<file path="src/rtl/pipe_ctrl_pkg.sv">
// Shared types and constants for the pipeline controller: FSM states, PC source
// encodings and the per-cycle control bundle.
package pipe_ctrl_pkg;

  typedef enum logic [1:0] {
    RUN       = 2'd0,
    RESOLVE   = 2'd1,
    SQUASH    = 2'd2,
    GPIO_WAIT = 2'd3
  } state_e;

  typedef enum logic [1:0] {
    PC_SEQ  = 2'b00,
    PC_BR   = 2'b01,
    PC_JAL  = 2'b10,
    PC_JALR = 2'b11
  } pcsrc_e;

  localparam int GPIO_TIMEOUT_DEF = 255;

  typedef struct packed {
    logic   pc_en;
    pcsrc_e pc_sel;
    logic   if_ex_en;
    logic   stall_ex;
    logic   gpio_req;
  } ctrl_t;

  // Jumps always redirect; a branch redirects only when EX resolves it taken.
  function automatic logic redirect(pcsrc_e src, logic taken);
    return (src == PC_JAL) || (src == PC_JALR) || ((src == PC_BR) && taken);
  endfunction

endpackage

</file>
<file path="src/rtl/pipe_ctrl_if.sv">
// Decoder/EX/GPIO status in, PC and pipeline-register controls out.
interface pipe_ctrl_if #(parameter int CNT_W = 16);
  logic             dec_cf;
  logic [1:0]       dec_pcsrc;
  logic             ex_taken;
  logic             ex_gpio_we;
  logic             gpio_ack;
  logic             pc_en;
  logic [1:0]       pc_sel;
  logic             if_ex_en;
  logic             stall_EX;
  logic             gpio_req;
  logic             gpio_timeout;
  logic [CNT_W-1:0] stall_cycles;

  modport ctrl (
    input  dec_cf, dec_pcsrc, ex_taken, ex_gpio_we, gpio_ack,
    output pc_en, pc_sel, if_ex_en, stall_EX, gpio_req, gpio_timeout, stall_cycles
  );

  modport core (
    output dec_cf, dec_pcsrc, ex_taken, ex_gpio_we, gpio_ack,
    input  pc_en, pc_sel, if_ex_en, stall_EX, gpio_req, gpio_timeout, stall_cycles
  );
endinterface

</file>
<file path="src/rtl/pipe_ctrl_sat_counter.sv">
// Up-counter that sticks at all-ones; synchronous clear wins over enable.
module sat_counter #(
  parameter int W = 8
) (
  input  logic         clk,
  input  logic         rst_n,
  input  logic         clr,
  input  logic         en,
  output logic [W-1:0] cnt
);

  always_ff @(posedge clk or negedge rst_n) begin
    if (!rst_n)                 cnt <= '0;
    else if (clr)               cnt <= '0;
    else if (en && (cnt != '1)) cnt <= cnt + 1'b1;
  end

endmodule

</file>
<file path="src/rtl/pipe_ctrl.sv">
// Two-stage pipeline hazard controller: control-flow resolve/squash bubbles and
// stalling GPIO writes with a bounded wait.
module pipe_ctrl
  import pipe_ctrl_pkg::*;
#(
  parameter int GPIO_TIMEOUT = GPIO_TIMEOUT_DEF,
  parameter int CNT_W        = 16
) (
  input logic        clk,
  input logic        rst_n,
  pipe_ctrl_if.ctrl  bus
);

  localparam int WAIT_W = $clog2(GPIO_TIMEOUT + 1);

  state_e            state_q, state_d;
  pcsrc_e            pcsrc_q;
  logic              tmo_q;
  ctrl_t             c;
  logic              latch_src, wait_clr, wait_inc, set_tmo, gpio_stall;
  logic [WAIT_W-1:0] wait_cnt;
  logic [CNT_W-1:0]  stall_cnt;

  always_ff @(posedge clk or negedge rst_n) begin
    if (!rst_n) begin
      state_q <= RUN;
      pcsrc_q <= PC_SEQ;
      tmo_q   <= 1'b0;
    end else begin
      state_q <= state_d;
      if (latch_src) pcsrc_q <= pcsrc_e'(bus.dec_pcsrc);
      if (set_tmo)   tmo_q   <= 1'b1;
    end
  end

  assign gpio_stall = bus.ex_gpio_we && !bus.gpio_ack;

  always_comb begin
    state_d   = state_q;
    c         = '{pc_en: 1'b1, pc_sel: PC_SEQ, if_ex_en: 1'b1, stall_ex: 1'b0, gpio_req: 1'b0};
    latch_src = 1'b0;
    wait_clr  = 1'b0;
    wait_inc  = 1'b0;
    set_tmo   = 1'b0;
    case (state_q)
      RUN: begin
        c.gpio_req = bus.ex_gpio_we;
        // A stalled GPIO write outranks control flow; dec_cf is seen again on return.
        if (gpio_stall) begin
          c.pc_en    = 1'b0;
          c.if_ex_en = 1'b0;
          wait_clr   = 1'b1;
          state_d    = GPIO_WAIT;
        end else if (bus.dec_cf) begin
          c.pc_en   = 1'b0;
          latch_src = 1'b1;
          state_d   = RESOLVE;
        end
      end
      RESOLVE: begin
        c.if_ex_en = 1'b0;
        c.pc_sel   = redirect(pcsrc_q, bus.ex_taken) ? pcsrc_q : PC_SEQ;
        state_d    = SQUASH;
      end
      SQUASH: begin
        c.stall_ex = 1'b1;
        state_d    = RUN;
      end
      GPIO_WAIT: begin
        c.gpio_req = 1'b1;
        wait_inc   = 1'b1;
        if (bus.gpio_ack) begin
          state_d = RUN;
        end else if (wait_cnt == WAIT_W'(GPIO_TIMEOUT - 1)) begin
          // Last allowed wait cycle without ack: give up and let the pipe move.
          set_tmo = 1'b1;
          state_d = RUN;
        end else begin
          c.pc_en    = 1'b0;
          c.if_ex_en = 1'b0;
        end
      end
      default: state_d = RUN;
    endcase
    if (!rst_n)
      c = '{pc_en: 1'b0, pc_sel: PC_SEQ, if_ex_en: 1'b0, stall_ex: 1'b1, gpio_req: 1'b0};
  end

  sat_counter #(.W(WAIT_W)) u_wait_cnt (
    .clk   (clk),
    .rst_n (rst_n),
    .clr   (wait_clr),
    .en    (wait_inc),
    .cnt   (wait_cnt)
  );

  sat_counter #(.W(CNT_W)) u_stall_cnt (
    .clk   (clk),
    .rst_n (rst_n),
    .clr   (1'b0),
    .en    (!c.pc_en || c.stall_ex),
    .cnt   (stall_cnt)
  );

  assign bus.pc_en        = c.pc_en;
  assign bus.pc_sel       = c.pc_sel;
  assign bus.if_ex_en     = c.if_ex_en;
  assign bus.stall_EX     = c.stall_ex;
  assign bus.gpio_req     = c.gpio_req;
  assign bus.gpio_timeout = tmo_q;
  assign bus.stall_cycles = stall_cnt;

endmodule

</file>
<file path="src/flat_wrapper.sv">
// flat-port wrapper written by rule: the top's interface ports become plain ports
module pipe_ctrl_flat import pipe_ctrl_pkg::*;
#(
  parameter int GPIO_TIMEOUT = GPIO_TIMEOUT_DEF,
  parameter int CNT_W        = 16
)
  (clk, rst_n, bus_dec_cf, bus_dec_pcsrc, bus_ex_taken, bus_ex_gpio_we, bus_gpio_ack, bus_pc_en, bus_pc_sel, bus_if_ex_en, bus_stall_EX, bus_gpio_req, bus_gpio_timeout, bus_stall_cycles);
  pipe_ctrl_if #(.CNT_W(CNT_W)) bus_i ();
  input logic clk;
  input logic rst_n;
  input wire logic [$bits(bus_i.dec_cf)-1:0] bus_dec_cf;
  input wire logic [$bits(bus_i.dec_pcsrc)-1:0] bus_dec_pcsrc;
  input wire logic [$bits(bus_i.ex_taken)-1:0] bus_ex_taken;
  input wire logic [$bits(bus_i.ex_gpio_we)-1:0] bus_ex_gpio_we;
  input wire logic [$bits(bus_i.gpio_ack)-1:0] bus_gpio_ack;
  output wire logic [$bits(bus_i.pc_en)-1:0] bus_pc_en;
  output wire logic [$bits(bus_i.pc_sel)-1:0] bus_pc_sel;
  output wire logic [$bits(bus_i.if_ex_en)-1:0] bus_if_ex_en;
  output wire logic [$bits(bus_i.stall_EX)-1:0] bus_stall_EX;
  output wire logic [$bits(bus_i.gpio_req)-1:0] bus_gpio_req;
  output wire logic [$bits(bus_i.gpio_timeout)-1:0] bus_gpio_timeout;
  output wire logic [$bits(bus_i.stall_cycles)-1:0] bus_stall_cycles;
  assign bus_i.dec_cf = bus_dec_cf;
  assign bus_i.dec_pcsrc = bus_dec_pcsrc;
  assign bus_i.ex_taken = bus_ex_taken;
  assign bus_i.ex_gpio_we = bus_ex_gpio_we;
  assign bus_i.gpio_ack = bus_gpio_ack;
  assign bus_pc_en = bus_i.pc_en;
  assign bus_pc_sel = bus_i.pc_sel;
  assign bus_if_ex_en = bus_i.if_ex_en;
  assign bus_stall_EX = bus_i.stall_EX;
  assign bus_gpio_req = bus_i.gpio_req;
  assign bus_gpio_timeout = bus_i.gpio_timeout;
  assign bus_stall_cycles = bus_i.stall_cycles;
  pipe_ctrl #(.GPIO_TIMEOUT(GPIO_TIMEOUT), .CNT_W(CNT_W)) u_core (.clk(clk), .rst_n(rst_n), .bus(bus_i));
endmodule
</file>
<file path="config.mk">
export PLATFORM = sky130hd
export DESIGN_NAME = pipe_ctrl_flat
export DESIGN_NICKNAME = d
export VERILOG_FILES = /design/src/rtl/pipe_ctrl_pkg.sv /design/src/rtl/pipe_ctrl_if.sv /design/src/rtl/pipe_ctrl_sat_counter.sv /design/src/rtl/pipe_ctrl.sv /design/src/flat_wrapper.sv
export SDC_FILE = /design/constraint.sdc
export NUM_CORES = 1
export LEC_CHECK = 0
export CAP_MARGIN = 5
export CORE_MARGIN = 2
export CORE_UTILIZATION = 46
export CTS_CLUSTER_DIAMETER = 80
export DETAILED_ROUTE_END_ITERATION = 16
export PLACE_DENSITY = 0.75
export SLEW_MARGIN = 20
export SYNTH_ARGS = -nofsm -noshare
export SYNTH_HDL_FRONTEND = slang
export SYNTH_SLANG_ARGS = --single-unit
</file>
<file path="constraint.sdc">
create_clock -name clk -period 1.9 [get_ports clk]
set_clock_uncertainty 0.05 [all_clocks]
set_input_delay 0.285 -clock clk [delete_from_list [all_inputs] [get_ports clk]]
set_output_delay 0.285 -clock clk [all_outputs]
set_load 0.02 [all_outputs]
</file>
==> flow_summary.ini <==
[outcome]
status = finished, violations left
violations = setup timing

[timing]
worst_slew_pin_slew_ps = 421.3
tns_ps = -78.66
final_hold_viol_count = 0
rsz0062_at_grt = yes
period_needed_ps = 1935
fin_ws_ps = -34.57
drv_slew = 0
setup_violations = 3
slew-limit-headroom_pct = 71.85
max_freq_mhz = 516.9
timing.final.crit_share_pct = 101.8

[setup_path]
critPathLaunchType = flop
crit_fanout = 2
setup.reg_to_reg.worst_slack_ps = -10
crit_slowest_cell = dfrtp_1
critPathKind = flop to output pin
rr_endpoint = u_core.u_stall_cnt.cnt[12]
max_stage_delay_ps = 420
crit_chain = ha_4, nand2_4, nor3_4, o21a_1, o31a_1, buf_6
endpoint_kind = output pin
critPathCapture = bus_pc_en
reg2regPathDepth = 9
cp.required_ps = 1560
crit_path_start = u_core.u_wait_cnt.cnt[1]
r2r-start = u_core.state_q[0]
cp.arrival_ps = 1600

[logic_synthesis]
ys.flop_type = dfrtp_1
avgSynthCellArea_um2 = 9.956
yosysSeqAreaShare_pct = 44.72
synth.distinct_cells = 39
netlist_area_um2 = 1623
synth_nets = 178
synth_edf_count = 0
netlist_instances = 163
ys_warn_count = 0
ys_ff_latch = 29
synth-async-reset-ratio_pct = 100.0

[clock_network]
clock_latency_ps = 330
cts_hold_buf = 0
cts.clk_slew.worst_paths_ps = 100
cts_tree = done
numCtsBuffers = 5
cts_max_path_buffers = 2
htree_levels = 2
clock_sinks = 29
cts-root-buf = clkbuf_4

[final_layout]
nFillCells = 249
multi_input_area_um2 = 978.4
final_common_cell = buf_4
layout_common_cells = 43 x buf_4, 27 x dfrtp_1, 24 x clkdlybuf4s50_1
final_nets = 258
finish.utilization_pct = 74.44
syn_to_final_growth_pct = 54.28
n_antenna_cell = 0
seq_area_um2 = 728.2
drive_gt1_share_pct = 38.52

[routing]
dr.pass1.iters = 4
ant_nets = 0
routed_wl_um = 4176
remaining_drc_errors = 0
via_per_inst = 5.276
num_vias = 1530
drt_iter0_drc = 86
wl_per_cell_um = 14.40

[grt]
grt_pass1_vias = 1530
grt_usage_pct = 21.99
grt_antenna_before_repair = 0
grt_pass1_wl_um = 6975
overflow = 0
grt_start_max_net_pins = 28

[floorplan]
fp-row-count = 21
die_w_um = 63.40
fp.dieH_um = 63.40
core_um2 = 3363
ios = 31
die-area_um2 = 4019
initial_core_util_pct = 48.25

[placed_design]
gp_congestion = 0.8125
port_buffers = 30
dp_hpwl_um = 3005

[flow_run]
maxCapViolations = 0

[power]
p_leak_nw = 1.112
ir_drop_v = 0.0007869
power_density_nw_per_um2 = 1248

[min_path]
hp-class = primary input to asynchronous set/reset pin
[through the flow]
stage | hold slack [ps] | power [mW] | worst slack [ps] | std cells | instance area (µm²)
6_report | 312.8 | 3.124 | -34.57 | 290 | 2504
4_1_cts | 306.6 | 2.971 | -57.09 | 287 | 2407
3_3_place_gp | 418.6 | 2.360 | -251.7 | 276 | 2285
2_1_floorplan | -60.59 | 1.709 | 2.647 | 163 | 1647
3_5_place_dp | 427.3 | 2.441 | -304.7 | 276 | 2285
5_1_grt | 318.0 | 3.337 | -117.1 | 290 | 2504
[power breakdown]
part | switching [mW] | internal, mW | total [mW]
logic | 0.816 | 0.934 | 1.75
clock network | 0.231 | 0.214 | 0.445
registers | 0.153 | 0.775 | 0.928
total | 1.20 | 1.92 | 3.12
[layout make-up]
cell class,count,share of cell area (%)
clock inverter,1,0.1999
clock buffer,7,2.599
inverter,8,1.199
tap,46,2.299
multi-input combinational,123,39.08
sequential,29,29.09
timing repair buffer,76,25.54
[per-layer routing]
layer,wire [µm],GRT usage [%],part of all wire [%]
met3,224,6.429,5.4
met5,0,0,0
met2,2104,37.63,50
met1,1797,27.27,43
met4,51,5.163,1.2
[worst max-delay path: cells and delay by family, from the launching register on]
family	cells	cell delay [ps]
AND/OR/NAND/NOR	2	100
flip-flops	1	420
adder cells (fa/ha/maj)	1	170
buffers and inverters	1	130
AO/OA/AOI/OAI	2	450
[repair_timing]
action                     4_1_cts  5_1_grt
setup buffers                    3        3
gates resized for setup         38       19
pin swaps                        4        2
hold endpoints to repair         0        0
setup endpoints to repair       21       21
[kinds of logic after synthesis]
family                   synth area share (%)
AO/OA/AOI/OAI                           10.72
XOR/XNOR                                9.175
buffers and inverters                   3.084
AND/OR/NAND/NOR                         23.44
adder cells (fa/ha/maj)                 5.397
flip-flops                              44.72
multiplexers                            3.469
[sequential cells by signal (all words and copies together) (netlist names)]
| name | cells |
|---|---|
| u_core.bus.gpio_timeout | 1 |
| u_core.state_q | 2 |
| u_core.pcsrc_q | 2 |
| u_core.u_stall_cnt.cnt | 16 |
| u_core.u_wait_cnt.cnt | 8 |
[cells in the mapped netlist, types with 2 or more instances]
| cell | instances | share of area (%) |
|---|---|---|
| dfrtp_1 | 29 | 45 |
| o21ai_0 | 6 | 1.9 |
| mux2_2 | 5 | 3.5 |
| ha_1 | 7 | 5.4 |
| nand3_1 | 9 | 2.8 |
| a21oi_1 | 6 | 1.9 |
| nand3_2 | 2 | 1.2 |
| nand2_1 | 12 | 2.8 |
| inv_1 | 8 | 1.9 |
| or3_4 | 2 | 1.4 |
| nor2_1 | 17 | 3.9 |
| xnor2_1 | 16 | 8.6 |
| or3_1 | 2 | 0.77 |
| and2_1 | 3 | 1.2 |
| nor2b_1 | 3 | 1.2 |
| nor3b_1 | 2 | 0.92 |
| o31a_1 | 2 | 1.1 |
| nor3_1 | 4 | 1.2 |
| nand4_1 | 6 | 2.3 |
| and3_1 | 3 | 1.2 |
[how the worst min path moves through the flow]
stage,start,endpoint,slack (ps)
2_1_floorplan,rst_n,u_core.bus.gpio_timeout,-60
3_3_place_gp,u_core.bus.gpio_timeout,u_core.bus.gpio_timeout,420
3_5_place_dp,u_core.bus.gpio_timeout,u_core.bus.gpio_timeout,430
4_1_cts,rst_n,u_core.pcsrc_q[1],310
5_1_grt,rst_n,u_core.pcsrc_q[0],320
6_report,rst_n,u_core.pcsrc_q[1],310
No activity file was read; power rests on OpenSTA's default activity.
